File: src/rtl/seq_detect_pkg.sv
// Shared types for the serial pattern detector: FSM state encoding and the
// default pattern width.
package seq_detect_pkg;

  localparam int DEFAULT_PAT_W = 4;

  typedef enum logic [1:0] {
    FILL  = 2'b00,
    ARMED = 2'b01,
    HIT   = 2'b10
  } state_t;

endpackage

File: src/rtl/seq_detect_moore_param_sat_counter.sv
// Saturating up-counter used for the detector's match count; sat flags the
// all-ones value.
module sat_counter #(
  parameter int CNT_W = 8
) (
  input  logic             clk,
  input  logic             rst,
  input  logic             inc,
  output logic [CNT_W-1:0] cnt,
  output logic             sat
);

  localparam logic [CNT_W-1:0] CNT_MAX = {CNT_W{1'b1}};

  logic [CNT_W-1:0] cnt_r;

  // Count register: advance on inc, stick at all-ones.
  always_ff @(posedge clk or posedge rst) begin
    if (rst) begin
      cnt_r <= {CNT_W{1'b0}};
    end else if (inc && (cnt_r != CNT_MAX)) begin
      cnt_r <= cnt_r + CNT_W'(1);
    end else begin
      cnt_r <= cnt_r;
    end
  end

  assign cnt = cnt_r;
  assign sat = (cnt_r == CNT_MAX);

endmodule

File: src/rtl/seq_detect_moore_param.sv
// Moore serial pattern detector with run-time loadable pattern and selectable
// overlap. Define MATCH_CNT_EN to build the saturating match counter.
module seq_detect_moore_param
  import seq_detect_pkg::*;
#(
  parameter int               PAT_W       = DEFAULT_PAT_W,
  parameter logic [PAT_W-1:0] DEFAULT_PAT = PAT_W'(4'b1011),
  parameter int               CNT_W       = 8
) (
  input  logic             clk,
  input  logic             rst,
  input  logic             in,
  input  logic             in_valid,
  input  logic             pat_load,
  input  logic [PAT_W-1:0] pat_in,
  input  logic             overlap,
  output logic             out,
  output logic [CNT_W-1:0] match_cnt,
  output logic             cnt_sat
);

  localparam int             FW       = $clog2(PAT_W + 1);
  localparam logic [FW-1:0]  FILL_MAX = FW'(PAT_W);

  state_t           state_r, state_s;
  logic [PAT_W-1:0] hist_r, hist_s, base_hist_s;
  logic [FW-1:0]    fill_r, fill_s, base_fill_s;
  logic [PAT_W-1:0] pat_r, pat_s;
  logic             restart_s;
  logic             out_s;

  // State, history, fill count and pattern registers.
  always_ff @(posedge clk or posedge rst) begin
    if (rst) begin
      state_r <= FILL;
      hist_r  <= {PAT_W{1'b0}};
      fill_r  <= {FW{1'b0}};
      pat_r   <= DEFAULT_PAT;
    end else begin
      state_r <= state_s;
      hist_r  <= hist_s;
      fill_r  <= fill_s;
      pat_r   <= pat_s;
    end
  end

  // Next-state logic. Leaving HIT without overlap wipes the history first, so a
  // bit arriving that same cycle starts the new history.
  always_comb begin
    restart_s   = (state_r == HIT) && !overlap;
    base_hist_s = restart_s ? {PAT_W{1'b0}} : hist_r;
    base_fill_s = restart_s ? {FW{1'b0}} : fill_r;
    state_s     = state_r;
    hist_s      = base_hist_s;
    fill_s      = base_fill_s;
    pat_s       = pat_r;
    if (pat_load) begin
      pat_s   = pat_in;
      hist_s  = {PAT_W{1'b0}};
      fill_s  = {FW{1'b0}};
      state_s = FILL;
    end else if (in_valid) begin
      hist_s = {base_hist_s[PAT_W-2:0], in};
      fill_s = (base_fill_s == FILL_MAX) ? FILL_MAX : base_fill_s + FW'(1);
      if ((fill_s == FILL_MAX) && (hist_s == pat_r)) begin
        state_s = HIT;
      end else if (fill_s == FILL_MAX) begin
        state_s = ARMED;
      end else begin
        state_s = FILL;
      end
    end else begin
      case (state_r)
        FILL:    state_s = FILL;
        ARMED:   state_s = ARMED;
        HIT:     state_s = overlap ? ARMED : FILL;
        default: state_s = FILL;
      endcase
    end
  end

  // Moore output: decode of the state register only.
  always_comb begin
    out_s = (state_r == HIT);
  end

  assign out = out_s;

`ifdef MATCH_CNT_EN
  logic cnt_inc_s;
  assign cnt_inc_s = (state_s == HIT);

  sat_counter #(
    .CNT_W(CNT_W)
  ) u_cnt (
    .clk(clk),
    .rst(rst),
    .inc(cnt_inc_s),
    .cnt(match_cnt),
    .sat(cnt_sat)
  );
`else
  assign match_cnt = {CNT_W{1'b0}};
  assign cnt_sat   = 1'b0;
`endif

endmodule

File: config.mk
export PLATFORM = sky130hd
export DESIGN_NAME = seq_detect_moore_param
export DESIGN_NICKNAME = d
export VERILOG_FILES = /design/src/rtl/seq_detect_pkg.sv /design/src/rtl/seq_detect_moore_param_sat_counter.sv /design/src/rtl/seq_detect_moore_param.sv
export SDC_FILE = /design/constraint.sdc
export NUM_CORES = 1
export LEC_CHECK = 0
export BUFFER_PORTS_ARGS = -buffer_cell sky130_fd_sc_hd__buf_2
export CAP_MARGIN = 10
export CORE_UTILIZATION = 45
export CTS_CLUSTER_SIZE = 12
export DETAILED_ROUTE_END_ITERATION = 12
export PLACE_DENSITY = 0.71
export SLEW_MARGIN = 15
export SYNTH_ARGS = -nofsm -noshare
export SYNTH_HDL_FRONTEND = slang
export SYNTH_SLANG_ARGS = --single-unit
File: constraint.sdc
create_clock -name clk -period 3.43 [get_ports clk]
set_input_delay 0.1715 -clock clk [delete_from_list [all_inputs] [get_ports clk]]
set_output_delay 0.1715 -clock clk [all_outputs]
set_load 0.01 [all_outputs]
=== Word-level counts from Yosys, hierarchy flattened ===
Index checks and enable logic that the tools add are counted.
Widths: inputs -> output; s select.

* Output and inout port bits: 10
* Input port bits: 10
* Bits in registers: 12

* $add $sub $neg: 1
* Equality and inequality tests: 5
* Reduce and logical (&&, ||, !) cells: 3
* Mux-type cells: 13

{| class="wikitable"
|+ Operators with widths
! cell !! number
|-
| $mux 3 || 7
|-
| $eq 3x3->1 const B || 2
|-
| $mux 2 || 3
|-
| $eq 4x4->1 || 1
|-
| $add 3x1->3 const B || 1
|-
| $eq 2x1->1 const B || 1
|-
| $eq 2x2->1 const B || 1
|-
| $logic_and 1x1->1 || 2
|-
| $mux 1 || 2
|-
| $pmux 1 s2 || 1
|-
| $logic_not 1->1 || 1
|}

=== Longest topological paths before layout ===
Gate-level depths: netlist of the first run.

* Depth in word-level cells: 10
* Mapped depth: 6
* Gate-level depth less buffers: 6

=== Worst setup path after synthesis of the first run ===
OpenSTA, ideal clock, no wires.

* Path kind: register to register
* From: register state_r[0]
* To: register state_r[0]
* Library setup time: 76 ps
* Stages on the path, launching flop included: 7
* Arrival: 1,255 ps
* Path buffers: 0
* Required time: 3,354 ps
* Slack: 2,098 ps
* Cell sequence: dfrtp_1 inv_1 ha_1 nand2b_4 and3_1 o211a_1 o21ai_1

* Word-level cells in the longest chain between the ends: 10
* Elaborated cells between the ends (all ways): 16
* Classes of those cells: 1 x add/sub; 5 x eq/ne; 8 x mux; 2 x reduce/logical

{| class="wikitable"
|+ Ends and longest elaborated chain
! what !! RTL line !! source
|-
| start, declared || seq_detect_moore_param.sv:25 || <nowiki>state_t state_r, state_s;</nowiki>
|-
| start signal, assigned || seq_detect_moore_param.sv:40 || <nowiki>state_r <= state_s;</nowiki>
|-
| $eq 2x2->1 * || - ||
|-
| net out || seq_detect_moore_param.sv:17 || <nowiki>output logic out,</nowiki>
|-
| $logic_and 1x1->1 || seq_detect_moore_param.sv:50 || <nowiki>restart_s = (state_r == HIT) && !overlap;</nowiki>
|-
| $mux 3 || seq_detect_moore_param.sv:52 || <nowiki>base_fill_s = restart_s ? {FW{1'b0}} : fill_r;</nowiki>
|-
| $add 3x1->3 or $eq 3x3->1 (tied branches) || seq_detect_moore_param.sv:64 || <nowiki>fill_s = (base_fill_s == FILL_MAX) ? FILL_MAX : base_fill_s + FW'(1);</nowiki>
|-
| $mux 3 || seq_detect_moore_param.sv:64 ||
|-
| $eq 3x3->1 || seq_detect_moore_param.sv:65, seq_detect_moore_param.sv:67 ||
|-
| $mux 1 or $logic_and 1x1->1 (tied branches) || seq_detect_moore_param.sv:67, seq_detect_moore_param.sv:65 ||
|-
| $mux 2 || seq_detect_moore_param.sv:65 || <nowiki>if ((fill_s == FILL_MAX) && (hist_s == pat_r)) begin</nowiki>
|-
| $mux 2 * || seq_detect_moore_param.sv:62 || <nowiki>end else if (in_valid) begin</nowiki>
|-
| $mux 2 * || seq_detect_moore_param.sv:57 || <nowiki>if (pat_load) begin</nowiki>
|-
| net state_s[0] || seq_detect_moore_param.sv:25 ||
|}

The timed path passes the listed nets; every way through them passes the cells marked *.
A chain may end at the register's enable or synchronous reset.

=== Worst setup path after layout of the first run ===
* From: register state_r[0]
* To: register state_r[0]

* Word-level cells in the longest chain between the ends: 10
* Elaborated cells between the ends (all ways): 16
* Classes of those cells: 1 x add/sub; 5 x eq/ne; 8 x mux; 2 x reduce/logical

{| class="wikitable"
|+ Ends and longest elaborated chain
! what !! RTL line
|-
| $eq 2x2->1 || seq_detect_moore_param.sv:50, seq_detect_moore_param.sv:73
|-
| $logic_and 1x1->1 || seq_detect_moore_param.sv:50
|-
| $mux 3 || seq_detect_moore_param.sv:52
|-
| $add 3x1->3 or $eq 3x3->1 (tied branches) || seq_detect_moore_param.sv:64
|-
| $mux 3 || seq_detect_moore_param.sv:64
|-
| $eq 3x3->1 || seq_detect_moore_param.sv:65, seq_detect_moore_param.sv:67
|-
| $mux 1 or $logic_and 1x1->1 (tied branches) || seq_detect_moore_param.sv:67, seq_detect_moore_param.sv:65
|-
| $mux 2 || seq_detect_moore_param.sv:65
|-
| $mux 2 * || seq_detect_moore_param.sv:62
|-
| $mux 2 * || seq_detect_moore_param.sv:57
|-
| net state_s[0] || seq_detect_moore_param.sv:25
|}

Marked as above.

==> results of run 1 <==
[kinds of logic after synthesis]
group	Yosys count	share of synthesized area, %
other	1	0.498
DFF	12	40.4
xor gates and xnor gates	5	5.81
and+or+nand+nor	25	17.6
buffers and inverters	14	13.5
muxes	6	8.64
adders and majority gates	2	3.32
AOI/OAI and AO/OA	13	10.3
[final cells by class]
class	instances	area, sq um
Multi-Input combinational cell	60	378
Clock buffer	4	36.3
Tap cell	16	20.0
Fill cell	151	732
Inverter	3	11.3
Sequential cell	12	304
Timing Repair Buffer	11	60.1
[cells in the final DEF (no fill, tap or decap)]
master,count
ha_1,2
a21oi_1,4
o21ai_0,4
nor3_1,1
o22ai_1,1
nand2b_1,2
and3_1,1
buf_2,10
o2bb2ai_1,1
or4_1,1
xnor2_1,1
nand2_1,5
o211a_1,1
nand3_1,2
nand2b_4,1
clkbuf_8,1
mux2i_1,2
nand3b_1,2
xor2_1,4
inv_1,3
mux2_2,4
dfstp_2,3
nor2b_1,1
conb_1,9
dfrtp_1,9
a211oi_1,1
and2b_1,1
o21ai_1,1
nor2_1,8
clkbuf_4,3
dlygate4sd3_1,1
[repair_timing]
item | in CTS | in global routing
endpoints found under the setup margin | 0 | 0
hold buffers | 1 | 0
hold endpoints to repair | 9 | 0
[metal layers]
metal | wire, um | share of wire (%) | vias to the layer above
li1 | - | - | 270
met1 | 559 | 48 | 232
met2 | 523 | 45 | 26
met3 | 66 | 5.6 | 2
met4 | 23 | 2.0 | 0
met5 | 0 | 0 | -
[critical path, stage by stage, from the launching register on]
cell and delay (ns):
dfrtp_1 0.39, inv_1 0.06, ha_1 0.23, and2b_1 0.22, o2bb2ai_1 0.13, o211a_1 0.16
o21ai_1 0.06
[report_power, final]
group	internal, mW	leakage, nW	switching (mW)	total [mW]
sequential	0.152	0.153	0.00881	0.161
combinational	0.0189	0.219	0.0221	0.0410
clock	0.0645	0.0210	0.0469	0.111
[flip-flops by register name, summed over array words and instances (netlist names)]
register  cells
fill_r        3
hist_r        3
pat_r         4
state_r       2
[Yosys cell counts]
master,count,area (sq um)
mux2_2,4,45.0
nand3_1,2,10.0
ha_1,2,25.0
nand2b_1,2,12.5
o22ai_1,1,6.26
xnor2_1,1,8.76
mux2i_1,2,20.0
and2b_1,1,7.51
o2bb2ai_1,1,8.76
buf_6,2,22.5
or4_1,1,7.51
dfrtp_1,9,225
nand2_1,5,18.8
nand3b_1,2,15.0
o21ai_1,1,5.00
inv_1,3,11.3
nand2b_4,1,13.8
o21ai_0,4,20.0
nor3_1,1,5.00
a211oi_1,1,7.51
and3_1,1,6.26
xor2_1,4,35.0
o211a_1,1,10.0
a21oi_1,4,20.0
dfstp_2,3,78.8
buf_4,9,67.6
nor2b_1,1,6.26
nor2_1,8,30.0
conb_1,1,3.75
[metrics by stage]
step	hold WS [ns]	setup slack (ns)	instances
6_report	0.126	2.07	106
5_1_grt	0.123	1.94	106
4_1_cts	0.123	2.06	106
3_5_place_dp	0.197	2.08	101
3_3_place_gp	0.196	2.08	101
2_1_floorplan	0.0341	2.10	86
[worst paths after layout]
check	startpoint	end	slack (ns)	cells after the start
max in group asynchronous	rst	pat_r[0]	2.65	3
min	pat_in[2]	pat_r[2]	0.13	2
min in group asynchronous	rst	hist_r[0]	0.44	3
max reg2reg	state_r[0]	state_r[0]	2.07	6
max	state_r[0]	state_r[0]	2.07	6
min reg2reg	pat_r[2]	pat_r[2]	0.55	1
==> results.cfg, run 1 <==
[status]
status = completed

[flow_run]
cap_violations = 0

[placement]
dpl_cell_area_sq_um = 763
io_buffers = 10
gp_congestion = 0.787
hpwl_um = 853

[cts]
post_cts_resized = 0
cts.path.max_buffers = 2
htreeDepth = 1
numCtsBuffers = 3
root_buffer = clkbuf_4
clock-sinks = 12
cts_setup_buffers = 0
clkTransAtPathRegs_ns = 0.07
cts_tree = done
worstSkewPairLatency_ns = 0.27

[pwr]
power_density_nw_per_um2 = 387
power_mw = 0.313
irDropWorstVdd_v = 0.000233
cellLeakagePower_nw = 0.393

[layout]
layout.nets = 103
areaGrowthSynthToFinish_pct = 7.48
drive_gt1_share_pct = 24.4
final_area_sq_um = 810
fin_util_pct = 52.5
diodes = 0

[global_routing]
grt_antenna_before_repair = 0
grtUsageTotal_pct = 13.5
grt_max_degree = 13
grt_pass1_vias = 451
grtUsageMet2_pct = 22.1
grt_pass1_wl_um = 1810
top_usage_layer = met2
met3_usage_pct = 1.28
grt_use_met1_pct = 16.6
grt_overflow_total = 0

[setup_path]
cp_max_fo = 4
startpoint_type = register
critPathArrivalTime_ns = 1.53
cp-end-kind = register
worstPathRequired_ns = 3.60
crit_type = reg2reg

[floorplan]
die_h_um = 42.9
ios = 20
start_util_pct = 48.9
die_area_sq_um = 1840
core-area_sq_um = 1540
row_count = 14
die_w_um = 42.9

[sta]
fin_tns_setup_ns = 0
post-route-min-period_ns = 1.36
rsz0062_at_grt = false
setup_viol_count_final = 0
skew_ns = 0.00144
fmax_mhz = 734
hold_violations = 0
period_share_pct = 39.7
maxSlewViolCount = 0

[synthesis]
syn_area_sq_um = 753
synth-seq-area-share_pct = 40.4
ys_ff_latch = 12
synth.distinct_cells = 29
ys_warn_count = 0
syn_inst = 78
syn_area_per_cell_sq_um = 9.66

[detailed_routing]
drt_iter0_drc = 12
dr.pass1.iters = 4
vias = 530
totalWireLength_um = 1170
wl_per_cell_um = 11.1
drc = 0
viasPerCell = 5.00
ant_nets = 0

[hold_path]
min_path_type = in2reg
Note: power is estimated with default switching activity, not from simulation.
==> run 2, diff against run 1 <==
--- a/config.mk
+++ b/config.mk
@@ -5,6 +5,7 @@
 export SDC_FILE = /design/constraint.sdc
 export NUM_CORES = 1
 export LEC_CHECK = 0
+export ABC_AREA = 1
 export BUFFER_PORTS_ARGS = -buffer_cell sky130_fd_sc_hd__buf_2
 export CAP_MARGIN = 10
 export CORE_UTILIZATION = 45
==> constraint.sdc (replaced) <==
create_clock -name clk -period 1.29 [get_ports clk]
set_input_delay 0.0645 -clock clk [delete_from_list [all_inputs] [get_ports clk]]
set_output_delay 0.0645 -clock clk [all_outputs]
set_load 0.01 [all_outputs]
==> run 2 against run 1 <==
Register-to-register slack got worse by 2.1 ns; non-clock buffer count increased by 12; total power increased to 2.7 times the previous value; global-route usage increased by 7.1 points; the run now ends with setup timing left; die area decreased by 2.0%; setup slack got worse by 2.1 ns.
==> results.cfg, run 2 <==
[status]
status = complete, but fails checks
failed_checks = setup timing

[sta]
hold_violations = 0
period_share_pct = 103
skew_ns = 0.00228
post-route-min-period_ns = 1.33
fmax_mhz = 751
rsz0062_at_grt = true
setup_ws_ns = -0.0411
maxSlewViolCount = 0
setup_viol_count_final = 3

[setup_path]
startpoint_type = register
critPathArrivalTime_ns = 1.53
reg2reg_to = fill_r[2]
crit_buf_inv = 0
slowest_stage = dfrtp_1
worstPathRequired_ns = 1.49
path_cells = ha_4 -> nand2_8 -> nand3_4 -> nand2_2 -> o21ai_2 -> or2_1 -> o21ai_0
critPathMaxStageDelay_ns = 0.41
reg2reg_depth = 7
r2r_setup_slack_ns = -0.04
critPathTopFamily = simple AND/OR/NAND/NOR gates
crit_type = reg2reg
r2r-start = state_r[1]
cp-end-kind = register
cp_max_fo = 5

[layout]
largestRegisters = pat_r x4, fill_r x3, hist_r x3
regMostFlops = pat_r
diodes = 0
largest_reg_flops = 4
drive_gt1_share_pct = 37.8
layout_commonest_cell = nand2_1
areaGrowthSynthToFinish_pct = 31.6
fin_cells = 135
final_cell_mix = 20 x nand2_1, 10 x inv_1, 10 x buf_2
final_area_sq_um = 970
layout.nets = 132
fin_util_pct = 63.6

[synthesis]
ys_ff_latch = 12
yosys-top-cells-area = dfrtp_1 31%, nand2_1 13%, dfstp_2 11%, buf_4 9.2%, inv_1 5.6%
ys_warn_count = 0
synth_top_flop_cell = dfrtp_1
syn_area_per_cell_sq_um = 7.92
synth.distinct_cells = 23
synth.most_common_cell = nand2_1
synth-edff-count = 0
synth-seq-area-share_pct = 41.3
syn_inst = 93
synth_top_area_share_pct = 30.6
syn_area_sq_um = 737
async_reset_ff_share_pct = 100
yosys-top-cells-count = 26 x nand2_1, 11 x inv_1, 9 x buf_4, 9 x dfrtp_1
yosysTopAreaCell = dfrtp_1

[detailed_routing]
drt_iter0_drc = 7
viasPerCell = 4.78
drc = 0
ant_nets = 0
dr.pass1.iters = 4
wl_per_cell_um = 11.7
vias = 645
totalWireLength_um = 1570

[hold_path]
hold_end = pat_r[1]
hold_depth = 3
min_from = pat_in[1]
min_path_type = in2reg

[floorplan]
die_area_sq_um = 1800
start_util_pct = 48.4
die_h_um = 42.5
ios = 20
die_w_um = 42.5
core-area_sq_um = 1520
row_count = 14

[flow_run]
cap_violations = 0

[placement]
io_buffers = 10
gp_congestion = 0.717
dp_cells = 124
hpwl_um = 1010
pre_cts_ws_ns = -0.0569
dpl_cell_area_sq_um = 813

[cts]
root_buffer = clkbuf_4
worstSkewPairLatency_ns = 0.28
numCtsBuffers = 3
clock-sinks = 12
htreeDepth = 1
cts_tree = done
clkTransAtPathRegs_ns = 0.08
cts.path.max_buffers = 2

[global_routing]
grt_antenna_before_repair = 0
grt_overflow_total = 0
grt_pass1_vias = 649
grtUsageTotal_pct = 20.7
grt_max_degree = 13
grt_pass1_wl_um = 2680

[pwr]
irDropWorstVdd_v = 0.000695
power_density_nw_per_um2 = 872
cellLeakagePower_nw = 0.479
==> run 2: how the worst max path moves through the flow <==
stage                          start          to  slack (ns)  depth (start not counted)
final                     state_r[1]   fill_r[2]       -0.04                          7
after global routing      state_r[0]  state_r[1]       -0.11                          9
after CTS                 state_r[1]  state_r[0]      -0.003                          7
after detailed placement  state_r[0]  state_r[1]       -0.06                          9
after global placement    state_r[1]  state_r[0]       -0.03                          7
after floorplan           state_r[0]  state_r[1]       0.008                          9
==> run 2: metrics by stage <==
stage / TNS (ns) / power (mW) / hold WS, ns
floorplan: 0 / 0.529 / -0.0729
global placement: -0.0304 / 0.557 / 0.0890
detailed placement: -0.140 / 0.561 / 0.102
CTS: -0.00493 / 0.834 / 0.0104
global route: -0.396 / 0.893 / 0.0272
finish: -0.0646 / 0.846 / 0.0132
==> run 2: where the power goes <==
group	leakage [nW]	internal [mW]	switching (mW)	total, mW
Sequential	0.153	0.402	0.0156	0.418
Combinational	0.311	0.0770	0.0967	0.174
Clock	0.0150	0.120	0.134	0.255
Total	0.479	0.599	0.247	0.846
==> run 2: repair_timing <==
item	CTS	global route
setup endpoints to repair	5	5
hold buffers	4	0
cloned	1	0
hold endpoints to repair	12	0
setup buffers	1	1
pin swaps	2	5
resized for setup	6	12
==> run 2: worst min-delay path: stages <==
cell and delay (ns):
buf_2 0.08, nand2_1 0.05, o21ai_0 0.07
==> run 2: layer usage <==
| layer | routed length (um) | track usage (%) | part of all wire (%) | vias up |
|---|---|---|---|---|
| met5 | 0 | 0 | 0 | - |
| met4 | 41 | 13.1 | 2.6 | 0 |
| met3 | 29 | 2.59 | 1.8 | 5 |
| met2 | 804 | 36.0 | 51 | 16 |
| met1 | 697 | 23.6 | 44 | 297 |
| li1 | - | - | - | 327 |
==> run 2: logic make-up (layout without fill, tap and decap cells) <==
kind of cell | after synthesis | in the layout | share of synthesized area (%)
other | 1 | 9 | 0.509
adders and majority gates | 2 | 2 | 3.40
buffers and inverters | 22 | 39 | 16.8
xor gates and xnor gates | 1 | 1 | 1.19
AOI/OAI and AO/OA | 12 | 12 | 9.00
DFF | 12 | 12 | 41.3
and+or+nand+nor | 43 | 44 | 27.8
==> run 2: final cells by class <==
type / instances / area [sq um]
Timing Repair Buffer: 23 / 158
Tap cell: 16 / 20.0
Fill cell: 142 / 554
Clock buffer: 4 / 26.3
Multi-Input combinational cell: 68 / 417
Sequential cell: 12 / 304
Inverter: 12 / 45.0
==> run 3, diff against run 2 <==
--- a/config.mk
+++ b/config.mk
@@ -5,7 +5,6 @@
 export SDC_FILE = /design/constraint.sdc
 export NUM_CORES = 1
 export LEC_CHECK = 0
-export ABC_AREA = 1
 export BUFFER_PORTS_ARGS = -buffer_cell sky130_fd_sc_hd__buf_2
 export CAP_MARGIN = 10
 export CORE_UTILIZATION = 45
==> run 3 against run 2 <==
The flow still finishes with violations (setup timing); maximum frequency grew 0.69%; combinational power shrank 33%; critical path depth is 2 lower; cell count is 19% lower; core utilization down 7.4 points; cell area fell by 11%; first-iteration DRC count grew 43%; via count decreased by 15%; non-clock buffer count fell by 9; die area grew 2.1%.
==> results.cfg, run 3 (synthesized netlist as in run 1, its figures left out) <==
[setup_path]
r2r-start = state_r[1]
crit_type = reg2reg
worstPathRequired_ns = 1.48
path_cells = ha_4 -> and2b_2 -> nor2_2 -> nand3_2 -> a211oi_2
startpoint_type = register
startpoint = state_r[1]
critPathMaxStageDelay_ns = 0.43
cp_max_fo = 4
cp-end-kind = register
critPathArrivalTime_ns = 1.51
slowest_stage = dfrtp_1

[detailed_routing]
vias = 549
viasPerCell = 5.04
totalWireLength_um = 1380
dr.pass1.iters = 4
drt_iter0_drc = 10
drc = 0
ant_nets = 0
wl_per_cell_um = 12.6

[cts]
htreeDepth = 1
cts.path.max_buffers = 2
root_buffer = clkbuf_4
numCtsBuffers = 3
cts_tree = done
clkTransAtPathRegs_ns = 0.08
clock-sinks = 12
worstSkewPairLatency_ns = 0.27

[floorplan]
die_h_um = 42.9
die_area_sq_um = 1840
row_count = 14
die_w_um = 42.9
ios = 20
core-area_sq_um = 1540
start_util_pct = 48.9

[sta]
skew_ns = 0.00585
fin_tns_setup_ns = -0.0441
period_share_pct = 102
hold_violations = 0
setup_viol_count_final = 2
setup_ws_ns = -0.0320
maxSlewViolCount = 0
post-route-min-period_ns = 1.32
fin_hold_ws_ns = 0.0213
fmax_mhz = 756
rsz0062_at_grt = true

[placement]
io_buffers = 10
gp_congestion = 0.780
pre_cts_ws_ns = -0.0954
hpwl_um = 985
dp_cells = 103

[layout]
regMostFlops = pat_r
layout.nets = 106
largest_reg_flops = 4
layout_commonest_cell = buf_2
areaGrowthSynthToFinish_pct = 15.1
drive_gt1_share_pct = 35.5
fin_cells = 109
fill_cells = 149
diodes = 0
largestRegisters = pat_r x4, fill_r x3, hist_r x3
final_cell_mix = 10 x buf_2, 9 x conb_1, 9 x dfrtp_1

[flow_run]
cap_violations = 0

[status]
status = complete, but fails checks
failed_checks = setup timing

[global_routing]
grt_pass1_vias = 553
grt_antenna_before_repair = 0
grtUsageTotal_pct = 17.5
grt_max_degree = 13
grt_pass1_wl_um = 2390
grt_overflow_total = 0

[hold_path]
min_from = pat_in[3]
min_path_type = in2reg

[pwr]
power_density_nw_per_um2 = 979
cellLeakagePower_nw = 0.406
irDropWorstVdd_v = 0.000693
==> run 3: metal layers <==
metal | share of wire (%) | vias to the layer above | GRT usage (%)
li1 | - | 273 | -
met1 | 46 | 259 | 20.7
met2 | 51 | 15 | 30.9
met3 | 2.7 | 2 | 2.55
met4 | 0.73 | 0 | 7.50
met5 | 0 | - | 0
==> run 3: worst paths after layout <==
kind	cells past startpoint	end	slack, ns
min	2	pat_r[3]	0.02
min reg2reg	2	fill_r[2]	0.58
min in group asynchronous	3	hist_r[1]	0.33
max in group asynchronous	3	pat_r[1]	0.62
max	5	state_r[1]	-0.03
max reg2reg	5	state_r[1]	-0.03
==> run 3: critical path, delay by kind of cell, from the launching register on <==
kind	cells	cell delay (ns)
adder cells (fa/ha/maj)	1	0.19
AO/OA/AOI/OAI	1	0.17
AND/OR/NAND/NOR	3	0.44
flip-flops	1	0.43
==> run 3: what timing repair did <==
action | in CTS | in global routing
pin swaps | 2 | 0
hold endpoints to repair | 9 | 0
hold buffers | 1 | 0
endpoints found under the setup margin | 2 | 2
buffers inserted | 1 | 0
resized for setup | 4 | 4
==> run 3: stage by stage <==
stage | util (%) | cell area (sq um) | total power [mW]
finish | 56.3 | 867 | 0.849
global route | 56.3 | 867 | 0.892
floorplan | - | 786 | 0.537
detailed placement | 50.6 | 781 | 0.544
global placement | 50.6 | 781 | 0.539
CTS | 55.4 | 853 | 0.854
==> run 3: layout make-up <==
cell class              instances  area, sq um  area share (%)
inverters                       3         11.3            1.30
multi-input cells              60          413            47.6
flip-flops and latches         12          304            35.1
well taps                      16         20.0            2.31
repair buffers                 14         82.6            9.52
clock buffers                   4         36.3            4.18
==> run 3: where the power goes <==
part / internal [mW] / total, mW / switching (mW)
logic: 0.0528 / 0.117 / 0.0639
clock network: 0.171 / 0.303 / 0.131
registers: 0.404 / 0.429 / 0.0250
